`src/rtl/vga_pkg.sv`:
```
// vga_pkg: shared VGA timing defaults and pattern mode encodings
package vga_pkg;
  localparam int H_ACTIVE_DEF = 640;
  localparam int H_FP_DEF     = 16;
  localparam int H_SYNC_DEF   = 96;
  localparam int H_BP_DEF     = 48;
  localparam int V_ACTIVE_DEF = 480;
  localparam int V_FP_DEF     = 10;
  localparam int V_SYNC_DEF   = 2;
  localparam int V_BP_DEF     = 33;
  localparam int CLK_DIV_DEF  = 2;
  localparam int COLOR_W_DEF  = 3;
  typedef enum logic [1:0] {MODE_VBAR, MODE_HBAR, MODE_CHECK, MODE_SOLID} mode_e;
endpackage

```
`src/rtl/vga_sync_counter.sv`:
```
// vga_sync_counter: pixel-enable divider, h/v position counters and sync/active decode
module vga_sync_counter
  import vga_pkg::*;
#(
  parameter int H_ACTIVE = H_ACTIVE_DEF,
  parameter int H_FP     = H_FP_DEF,
  parameter int H_SYNC   = H_SYNC_DEF,
  parameter int H_BP     = H_BP_DEF,
  parameter int V_ACTIVE = V_ACTIVE_DEF,
  parameter int V_FP     = V_FP_DEF,
  parameter int V_SYNC   = V_SYNC_DEF,
  parameter int V_BP     = V_BP_DEF,
  parameter int CLK_DIV  = CLK_DIV_DEF,
  parameter int SYNC_POL = 0,
  localparam int HT = H_ACTIVE + H_FP + H_SYNC + H_BP,
  localparam int VT = V_ACTIVE + V_FP + V_SYNC + V_BP,
  localparam int HW = $clog2(HT),
  localparam int VW = $clog2(VT)
) (
  input  logic          clk_master,
  input  logic          reset,
  output logic [HW-1:0] h_o,
  output logic [VW-1:0] v_o,
  output logic          hsync_o,
  output logic          vsync_o,
  output logic          active_o,
  output logic          first_o,
  output logic          wrap_o
);
  localparam int DW = CLK_DIV > 1 ? $clog2(CLK_DIV) : 1;
  logic [DW-1:0] div_q, div_d;
  logic [HW-1:0] h_q, h_d;
  logic [VW-1:0] v_q, v_d;
  logic pe, h_end, v_end;
  always_comb begin
    pe    = div_q == DW'(CLK_DIV - 1);
    h_end = h_q == HW'(HT - 1);
    v_end = v_q == VW'(VT - 1);
    div_d = pe ? '0 : div_q + 1'b1;
    h_d   = pe ? (h_end ? '0 : h_q + 1'b1) : h_q;
    v_d   = pe && h_end ? (v_end ? '0 : v_q + 1'b1) : v_q;
  end
  always_ff @(posedge clk_master) begin
    if (reset) begin
      div_q <= '0;
      h_q   <= '0;
      v_q   <= '0;
    end else begin
      div_q <= div_d;
      h_q   <= h_d;
      v_q   <= v_d;
    end
  end
  assign h_o      = h_q;
  assign v_o      = v_q;
  assign hsync_o  = (32'(h_q) >= H_ACTIVE + H_FP && 32'(h_q) < H_ACTIVE + H_FP + H_SYNC) == (SYNC_POL != 0);
  assign vsync_o  = (32'(v_q) >= V_ACTIVE + V_FP && 32'(v_q) < V_ACTIVE + V_FP + V_SYNC) == (SYNC_POL != 0);
  assign active_o = 32'(h_q) < H_ACTIVE && 32'(v_q) < V_ACTIVE;
  // first clk_master cycle of pixel (0,0); wrap marks the pe that reloads (0,0)
  assign first_o  = div_q == '0 && h_q == '0 && v_q == '0;
  assign wrap_o   = pe && h_end && v_end;
endmodule

```
`src/rtl/vga_pattern_gen.sv`:
```
// vga_pattern_gen: VGA timing generator with frame-locked test pattern selection
module vga_pattern_gen
  import vga_pkg::*;
#(
  parameter int H_ACTIVE = H_ACTIVE_DEF,
  parameter int H_FP     = H_FP_DEF,
  parameter int H_SYNC   = H_SYNC_DEF,
  parameter int H_BP     = H_BP_DEF,
  parameter int V_ACTIVE = V_ACTIVE_DEF,
  parameter int V_FP     = V_FP_DEF,
  parameter int V_SYNC   = V_SYNC_DEF,
  parameter int V_BP     = V_BP_DEF,
  parameter int CLK_DIV  = CLK_DIV_DEF,
  parameter int COLOR_W  = COLOR_W_DEF,
  parameter int SYNC_POL = 0,
  localparam int H_TOTAL = H_ACTIVE + H_FP + H_SYNC + H_BP,
  localparam int V_TOTAL = V_ACTIVE + V_FP + V_SYNC + V_BP,
  localparam int HW = $clog2(H_TOTAL),
  localparam int VW = $clog2(V_TOTAL)
) (
  input  logic               clk_master,
  input  logic               reset,
  input  logic [1:0]         mode,
  output logic               hsync,
  output logic               vsync,
  output logic [COLOR_W-1:0] display,
  output logic               active,
  output logic [HW-1:0]      x,
  output logic [VW-1:0]      y,
  output logic               frame_start
);
  localparam int HBW = H_ACTIVE >= 8 ? H_ACTIVE / 8 : 1;
  localparam int VBW = V_ACTIVE >= 8 ? V_ACTIVE / 8 : 1;
  logic [HW-1:0] h;
  logic [VW-1:0] v;
  logic hs, vs, act, first, wrap;
  logic [31:0] hx, vx;
  logic [COLOR_W-1:0] pat;
  mode_e mode_q;
  vga_sync_counter #(
    .H_ACTIVE(H_ACTIVE), .H_FP(H_FP), .H_SYNC(H_SYNC), .H_BP(H_BP),
    .V_ACTIVE(V_ACTIVE), .V_FP(V_FP), .V_SYNC(V_SYNC), .V_BP(V_BP),
    .CLK_DIV(CLK_DIV), .SYNC_POL(SYNC_POL)
  ) u_sync (
    .clk_master(clk_master), .reset(reset), .h_o(h), .v_o(v),
    .hsync_o(hs), .vsync_o(vs), .active_o(act), .first_o(first), .wrap_o(wrap)
  );
  always_comb begin
    hx  = 32'(h);
    vx  = 32'(v);
    pat = mode_q == MODE_VBAR  ? COLOR_W'(3'(7 - hx / HBW)) :
          mode_q == MODE_HBAR  ? COLOR_W'(3'(7 - vx / VBW)) :
          mode_q == MODE_CHECK ? {COLOR_W{hx[5] ^ vx[5]}} : '1;
  end
  // mode_q changes on the same edge the counters reload (0,0), so a frame never mixes patterns
  always_ff @(posedge clk_master) begin
    if (reset) begin
      hsync       <= SYNC_POL == 0;
      vsync       <= SYNC_POL == 0;
      display     <= '0;
      active      <= 1'b0;
      x           <= '0;
      y           <= '0;
      frame_start <= 1'b0;
      mode_q      <= MODE_VBAR;
    end else begin
      hsync       <= hs;
      vsync       <= vs;
      display     <= act ? pat : '0;
      active      <= act;
      x           <= h;
      y           <= v;
      frame_start <= first;
      if (wrap) mode_q <= mode_e'(mode);
    end
  end
endmodule
```
`config.mk`:
```
export PLATFORM = sky130hd
export DESIGN_NAME = vga_pattern_gen
export DESIGN_NICKNAME = d
export VERILOG_FILES = /design/src/rtl/vga_pkg.sv /design/src/rtl/vga_sync_counter.sv /design/src/rtl/vga_pattern_gen.sv
export SDC_FILE = /design/constraint.sdc
export NUM_CORES = 1
export LEC_CHECK = 0
export BUFFER_PORTS_ARGS = -buffer_cell sky130_fd_sc_hd__buf_2
export CAP_MARGIN = 10
export CORE_MARGIN = 3
export CORE_UTILIZATION = 26
export CTS_CLUSTER_DIAMETER = 100
export DETAILED_ROUTE_END_ITERATION = 6
export PLACE_DENSITY = 0.52
export SYNTH_ARGS = -nofsm -noshare
export SYNTH_HDL_FRONTEND = slang
export SYNTH_SLANG_ARGS = --single-unit
```
`constraint.sdc`:
```
create_clock -name clk_master -period 2.7 [get_ports clk_master]
set_input_delay 0.405 -clock clk_master [delete_from_list [all_inputs] [get_ports clk_master]]
set_output_delay 0.405 -clock clk_master [all_outputs]
set_load 0.01 [all_outputs]
```
=== Word level (Yosys, flattened, before mapping) ===
Cells that the tools add are included.

* Add/sub/neg operators: 5
* Div/mod/pow operators: 2
* Magnitude comparators: 6
* Equality and inequality tests: 4
* Muxes and demuxes: 5
* Bitwise operators: 5
* Reduce and logical (&&, ||, !) cells: 12

{| class="wikitable"
|+ Operator list
! operator !! number
|-
| divider 10 x 6 -> 32 bit, second input constant || 1
|-
| divider 10 x 7 -> 32 bit, second input constant || 1
|-
| adder 10 x 1 -> 10 bit, second input constant || 2
|-
| == test 10 bit, second input constant || 2
|-
| logical NOT 10 bit || 2
|-
| < comparator 10 bit, second input constant || 2
|-
| < comparator 10 x 9 -> 1 bit, second input constant || 2
|-
| two-way mux 10 bit || 2
|-
| greater-or-equal comparator 10 bit, second input constant || 1
|-
| greater-or-equal comparator 10 x 9 -> 1 bit, second input constant || 1
|-
| two-way mux 3 bit || 3
|-
| logical AND 1 bit || 7
|-
| subtractor 3 bit, first input constant || 2
|-
| NOT 1 bit || 4
|-
| OR reduction 2 bit || 2
|-
| == test 2 x 1 -> 1 bit, second input constant || 1
|-
| == test 2 bit, second input constant || 1
|-
| logical NOT 2 bit || 1
|-
| adder 1 bit, second input constant || 1
|-
| bitwise XOR 1 bit || 1
|}

* Register bits: 50
* Input bits: 4
* Logic and storage cells: 50

=== Depth between registers and ports, before layout ===
Gate-level depths: netlist of run 1.

* Depth after elaboration: 4
* Gate-level depth with buffers: 11
* Gate-level depth less buffers: 10

=== Modules after synthesis ===
A second synthesis of run 1 with hierarchy kept.

* Cells, all modules: 334
* Area, all modules: 2935.3 um2

{| class="wikitable"
|+ By module, submodules not included
! module !! instances !! cells an instance !! area each (um2) !! seq. area each (um2)
|-
| vga_pattern_gen || 1 || 199 || 1751.7 || 580.6
|-
| vga_sync_counter || 1 || 135 || 1183.6 || 420.4
|}

=== Worst setup path before layout of run 1 ===
OpenSTA, ideal clock, no wires.

* Kind: register -> register
* Start: reg u_sync.v_q[6] (netlist: u_sync.v_o[6])
* End: reg display[0]
* Setup time: 0.122 ns
* Data arrival time: 2.062 ns
* Path slack: 0.517 ns
* Cell stages (with the launch flop): 12
* Clock period less this slack: 2.183 ns
* Path through: dfxtp_1 > buf_6 > and3_1 > buf_6 > ha_1 > nor2b_1 > a21oi_1 > o2111ai_2 > mux2i_2 > nand4_1 > a21oi_2 > o22ai_2

* Cells in the longest elaborated chain, start to end: 4
* Elaborated cells on any way between the ends: 8
* Classes of those cells: add/sub: 1; div: 1; order compare: 1; mux: 2; bitwise: 1; reduce/logical: 2

{| class="wikitable"
|+ Ends and longest elaborated chain
! item !! line !! source
|-
| from (decl) || vga_sync_counter.sv:33 || <nowiki>logic [VW-1:0] v_q, v_d;</nowiki>
|-
| from (signal assigned) || vga_sync_counter.sv:51 || <nowiki>v_q <= v_d;</nowiki>
|-
| divider 10 x 6 -> 32 bit or < comparator 10 x 9 -> 1 bit (tied branches) || vga_pattern_gen.sv:52, vga_sync_counter.sv:58 ||
|-
| subtractor 3 bit or logical AND 1 bit (tied branches) || vga_pattern_gen.sv:52, vga_sync_counter.sv:58 ||
|-
| two-way mux 3 bit or NOT 1 bit (tied branches) || -- ||
|-
| two-way mux 3 bit or OR reduction 2 bit (tied branches) || -- ||
|-
| to (signal assigned) || vga_pattern_gen.sv:69 || <nowiki>display <= act ? pat : '0;</nowiki>
|-
| to (decl) || vga_pattern_gen.sv:26 || <nowiki>output logic [COLOR_W-1:0] display,</nowiki>
|}

Several ways; a longest one is shown, not always the timed one.
A chain may end at the register's enable or synchronous reset.

=== Worst setup path after layout of run 1 ===
Same ends and word-level chain as after synthesis.

==> results of run 1 <==
-- worst max-delay path, stage by stage (launching register included) --
cell and delay (ns):
dfxtp_2 0.44, and3_1 0.27, ha_1 0.23, nor2b_1 0.23
a21oi_1 0.14, o2111ai_2 0.27, mux2i_2 0.32, nand4_1 0.15
a21oi_2 0.17, o22ai_2 0.08
-- cell usage in the layout (no fill, tap or decap), types with 3 or more instances in the layout --
| cell | count |
|---|---|
| o22ai_1 | 5 |
| mux2i_1 | 4 |
| ha_1 | 6 |
| and3_1 | 5 |
| a21oi_1 | 8 |
| or2_2 | 3 |
| nand4_1 | 11 |
| and4_1 | 5 |
| nand2_1 | 16 |
| buf_2 | 30 |
| nor3_1 | 4 |
| dfxtp_1 | 49 |
| xnor2_1 | 12 |
| inv_1 | 12 |
| or3_1 | 4 |
| nor2b_1 | 15 |
| nor2_1 | 45 |
| nand3_1 | 7 |
| clkbuf_8 | 5 |
| o21ai_0 | 6 |
| xor2_1 | 8 |
| buf_4 | 9 |
| a211oi_1 | 5 |
| nand2b_1 | 3 |
-- flip-flops by register name, indices dropped and copies added (netlist names) --
signal / count
vsync: 1
u_sync.h_o: 10
display: 3
active: 1
u_sync.v_o: 10
frame_start: 1
mode_q: 2
y: 10
x: 10
u_sync.div_q: 1
hsync: 1
-- area by class of cell --
cell class	instances	area (um^2)
timing repair buffer	39	218
clock buffer	5	68.8
clock inverter	3	22.5
sequential	50	1000
tap	129	161
fill	1029	6560
multi-input combinational	217	1430
inverter	12	45.0
-- path summary, 6_finish.rpt --
| kind | slack [ns] | from | to | cells past startpoint |
|---|---|---|---|---|
| worst max register to register | 0.28 | u_sync.v_o[6] | display[0] | 9 |
| worst min register to register | 0.51 | u_sync.h_o[1] | x[1] | 2 |
| worst min-delay path | 0.34 | mode[1] | mode_q[1] | 3 |
| worst max-delay path | 0.28 | u_sync.v_o[6] | display[0] | 9 |
-- kinds of logic after synthesis --
kind of cell	synth area share
mux	0.0306
xor+xnor	0.0671
flops	0.383
buf+inv	0.0694
simple gates	0.267
fa+ha+maj	0.0369
compound gates	0.146
-- power by group --
group | switching (mW) | internal, mW | leakage (nW) | total, mW
logic | 0.0270 | 0.0182 | 0.678 | 0.0452
registers | 0.00722 | 0.747 | 0.406 | 0.755
clock network | 0.273 | 0.188 | 0.0489 | 0.461
total | 0.308 | 0.954 | 1.13 | 1.26
-- layer usage --
| layer | up-vias | share of wire |
|---|---|---|
| met5 | - | 0 |
| met2 | 48 | 0.43 |
| met4 | 0 | 0.014 |
| li1 | 1100 | - |
| met3 | 5 | 0.037 |
| met1 | 1009 | 0.52 |
-- per-stage QoR --
stage	hold WS (ns)	power [mW]	utilization	setup WS, ns
after floorplan	0.463	0.800	-	0.517
final	0.336	1.26	0.310	0.281
after global placement	0.494	0.818	0.300	0.394
after CTS	0.339	1.28	0.310	0.157
after detailed placement	0.497	0.818	0.300	0.248
after global routing	0.378	1.32	0.310	0.0818
-- timing repair --
item / 4_1_cts / 5_1_grt
buffers inserted: 0 / 0
hold buffers: 0 / 0
resized for setup: 0 / 1
setup endpoints to repair: 0 / 1
==> qor.txt, run 1 <==
Mapped Area - 2610 um^2
Max Root-Sink Buffers - 2
H-tree levels - 2
EDFF count, synth - 0
final setup violation count - 0
post-synthesis cell type count - 61
asr flop ratio synth - 0
final WL - 6070 um
post-synth top area share - 0.383
worst skew pair latency - 0.32 ns
total number of vias - 2162
RSZ-0062 raised after global routing - no
outcome - complete, no violations
final net count - 335
final instance area - 2950 um^2
TritonRoute pass-1 iters - 4
Final Skew - 0.0181 ns
initial core utilization - 0.275
slew at the pin with the worst max-slew slack - 0.568 ns
critical path arrival - 2.61 ns
Mapped Cells - 303
Core Region - 9500 um^2
initial antenna violation count - 0
Period Utilization, post-route - 0.896
Antenna diodes - 0
Finished Layout Cells - 455
wire per inst - 13.3 um
hpwl dp - 4300 um
Mean Syn Cell Area - 8.62 um^2
max cap viols - 0
DRT iter0 DRCs - 133
# IOs - 31
Most used DFF post-synth - dfxtp_1
endpoint class of the critical path - register
met3 usage - 0.0152
DR DRC count - 0
PwrDens - 428 nW/um^2
number of synthesized register bits - 50
first-pass GRT wire length - 10300 um
Die H - 106 um
GRT overflow - 0
WP data required - 2.90 ns
# port buffers - 30
CTS clk-pin slew, worst paths - 0.10 ns
cts bufs inserted - 5
GP Congestion - 0.807
Max-slew headroom - 0.621
Syn-to-layout area delta - 12.8%
dpl cell area - 2860 um^2
Global Route met2 Usage - 0.172
syn_nets - 313
most frequent cells after synthesis - 50 x dfxtp_1, 45 x nor2_1, 16 x nand2_1, 15 x nor2b_1
startpoint types - register
Final Max Slew Viols - 0
share of post-route cells with drive strength above 1 - 0.206
CTS tree - done
leakage - 1.13 nW
crit path kind - reg2reg
Synth warnings - 0
post-route ant nets - 0
Tmin final - 2.42 ns
fmax - 0.413 GHz
Sum Neg Setup Slack - 0 ns
worst hold path class - in2reg
Vias/cell - 4.75
CTS Sinks - 50
row count - 35
Total GRT Usage - 0.111
sequential area share after synthesis - 0.383
CTS root buffer - clkbuf_8
Top Usage Layer GRT - met2
top cells by area, synth - dfxtp_1 38%, nor2_1 6.5%, xnor2_1 4.0%, nor2b_1 3.6%, ha_1 2.9%
Total Die Area - 11300 um^2
most common cell in the netlist - dfxtp_1
final hold vios - 0
largest net degree at the start of global routing - 22
area leader, netlist - dfxtp_1
Die Wd - 106 um
Crit Path Max Fanout - 9
Placed Cells - 447
Peak VDD IR - 0.196 mV
vias in the first global route - 2106
met1 global-route usage - 0.159
(Power assumes the default switching activity.)
==> run 2, diff against run 1 <==
--- a/config.mk
+++ b/config.mk
@@ -13,2 +13,3 @@
 export DETAILED_ROUTE_END_ITERATION = 6
+export GPL_ROUTABILITY_DRIVEN = 0
 export PLACE_DENSITY = 0.52
==> constraint.sdc (replaced) <==
create_clock -name clk_master -period 2.7 [get_ports clk_master]
set_input_delay 0.27 -clock clk_master [delete_from_list [all_inputs] [get_ports clk_master]]
set_output_delay 0.27 -clock clk_master [all_outputs]
set_load 0.01 [all_outputs]
==> run 2 against run 1 <==
Net effect: flip-flop and latch count did not move; core utilization rose by 0.18 points; sequential share of layout area fell by 0.20 points; setup slack improved by 0.017 ns; via count fell by 0.65%; cell count fell by 0.22%; hold slack got worse by 0.13 ns; count of clock-buffer cells in the layout did not move; global-route usage fell by 0.36 points; non-clock buffer count fell by 1; critical endpoint unchanged; largest cell class unchanged.
==> qor.txt, run 2 (same netlist as run 1, synthesis figures left out) <==
outcome - complete, no violations
internal power - 1.05 mW
first-pass GRT wire length - 10000 um
total number of vias - 2148
Crit Path Max Fanout - 9
vias in the first global route - 2066
CTS Sinks - 50
final net count - 334
share of post-route cells with drive strength above 1 - 0.203
routed length on met2 - 2540 um
Core Region - 9500 um^2
PwrDens - 454 nW/um^2
H-tree levels - 2
met1 wire length - 3170 um
Antenna diodes - 0
leakage - 1.14 nW
# port buffers - 30
WP data required - 2.89 ns
initial core utilization - 0.275
TritonRoute pass-1 iters - 4
Final Skew - 0.0175 ns
max cap viols - 0
Sw Share - 0.223
hpwl dp - 4250 um
Total GRT Usage - 0.108
GRT overflow - 0
RSZ-0062 raised after global routing - no
worst reg2reg setup slack - 0.30 ns
Syn-to-layout area delta - 13.5%
DRT iter0 DRCs - 131
Max-slew headroom - 0.562
endpoint class of the critical path - register
Net Sw Power - 0.300 mW
Sum Neg Setup Slack - 0 ns
initial antenna violation count - 0
Die Wd - 106 um
critical path arrival - 2.59 ns
routed wl met3 - 220 um
worst hold path class - in2reg
cts bufs inserted - 5
final hold vios - 0
most common cell after layout, fill and taps aside - dfxtp_1
slew at the pin with the worst max-slew slack - 0.657 ns
fmax - 0.416 GHz
top sig layer - met4
Total Die Area - 11300 um^2
largest net degree at the start of global routing - 35
post-route ant nets - 0
# IOs - 31
Tmin final - 2.40 ns
CTS tree - done
Die H - 106 um
Peak VDD IR - 0.189 mV
postcts setup bufs - 0
Max Root-Sink Buffers - 2
Power Total - 1.35 mW
Period Utilization, post-route - 0.889
worst skew pair latency - 0.31 ns
FILL cells - 1023
Seq pwr share - 0.561
footprint of the flip-flops and latches - 1000 um^2
Final Max Slew Viols - 0
crit path kind - reg2reg
CTS root buffer - clkbuf_8
CTS clk-pin slew, worst paths - 0.10 ns
final setup violation count - 0
wire per inst - 13.2 um
Placed Cells - 446
DR DRC count - 0
most frequent cells in the layout - 49 x dfxtp_1, 45 x nor2_1, 30 x buf_2
row count - 35
Vias/cell - 4.73
combinational share of power - 0.033
multi-input logic area - 1430 um^2
final WL - 5990 um
clock network fraction of total power - 0.406
startpoint types - register
Finished Layout Cells - 454
run 2: cell count changes in the layout (fill, tap and decap cells not counted):
cell       delta
clkinv_4      +1
clkinv_2      -1
inv_6         -1
buf_4         -1
bufinv_16     +1
run 2: worst max-delay path, cell delays in order, from the launching register on:
cell and delay, ns:
dfxtp_2 0.42, and3_1 0.26, ha_1 0.27, nor2b_1 0.22
a21oi_1 0.14, o2111ai_2 0.26, mux2i_2 0.31, nand4_1 0.15
a21oi_2 0.17, o22ai_2 0.09
run 2: power groups by stage:
stage | Sequential, mW | Combinational, mW | Clock [mW]
2_1_floorplan | 0.772 | 0.0280 | 0
3_3_place_gp | 0.772 | 0.0446 | 0
3_5_place_dp | 0.771 | 0.0451 | 0
4_1_cts | 0.755 | 0.0454 | 0.567
5_1_grt | 0.756 | 0.0506 | 0.605
6_report | 0.755 | 0.0444 | 0.547
run 2: routing by layer:
metal | up-vias | global-route usage
met4 | 0 | 0.0278
li1 | 1095 | -
met3 | 5 | 0.0194
met2 | 42 | 0.167
met5 | - | 0
met1 | 1006 | 0.154
run 2: worst paths after layout:
path | start | to | cells after the start
hold / removal | mode[0] | mode_q[0] | 3
hold reg to reg | u_sync.h_o[0] | x[0] | 2
setup / recovery | u_sync.v_o[6] | display[0] | 9
setup reg to reg | u_sync.v_o[6] | display[0] | 9
run 2: stage by stage:
step / cell area (um^2) / hold WS (ns) / setup slack [ns] / util
finish: 2970 / 0.210 / 0.299 / 0.312
CTS: 2960 / 0.206 / 0.205 / 0.312
global route: 2970 / 0.236 / 0.104 / 0.312
floorplan: 2610 / 0.417 / 0.517 / -
detailed placement: 2850 / 0.509 / 0.230 / 0.300
global placement: 2850 / 0.497 / 0.393 / 0.300
run 2: what timing repair did:
item | 4_1_cts | 5_1_grt
resized for setup | 0 | 1
hold buffers | 0 | 0
endpoints found under the setup margin | 0 | 1
run 2: cell type report:
cell class                 count  share of cell area
timing repair buffer          38              0.0709
tap                          129              0.0544
multi-input combinational    217               0.482
sequential                    50               0.338
inverter                      12              0.0152
clock inverter                 3              0.0160
clock buffer                   5              0.0232
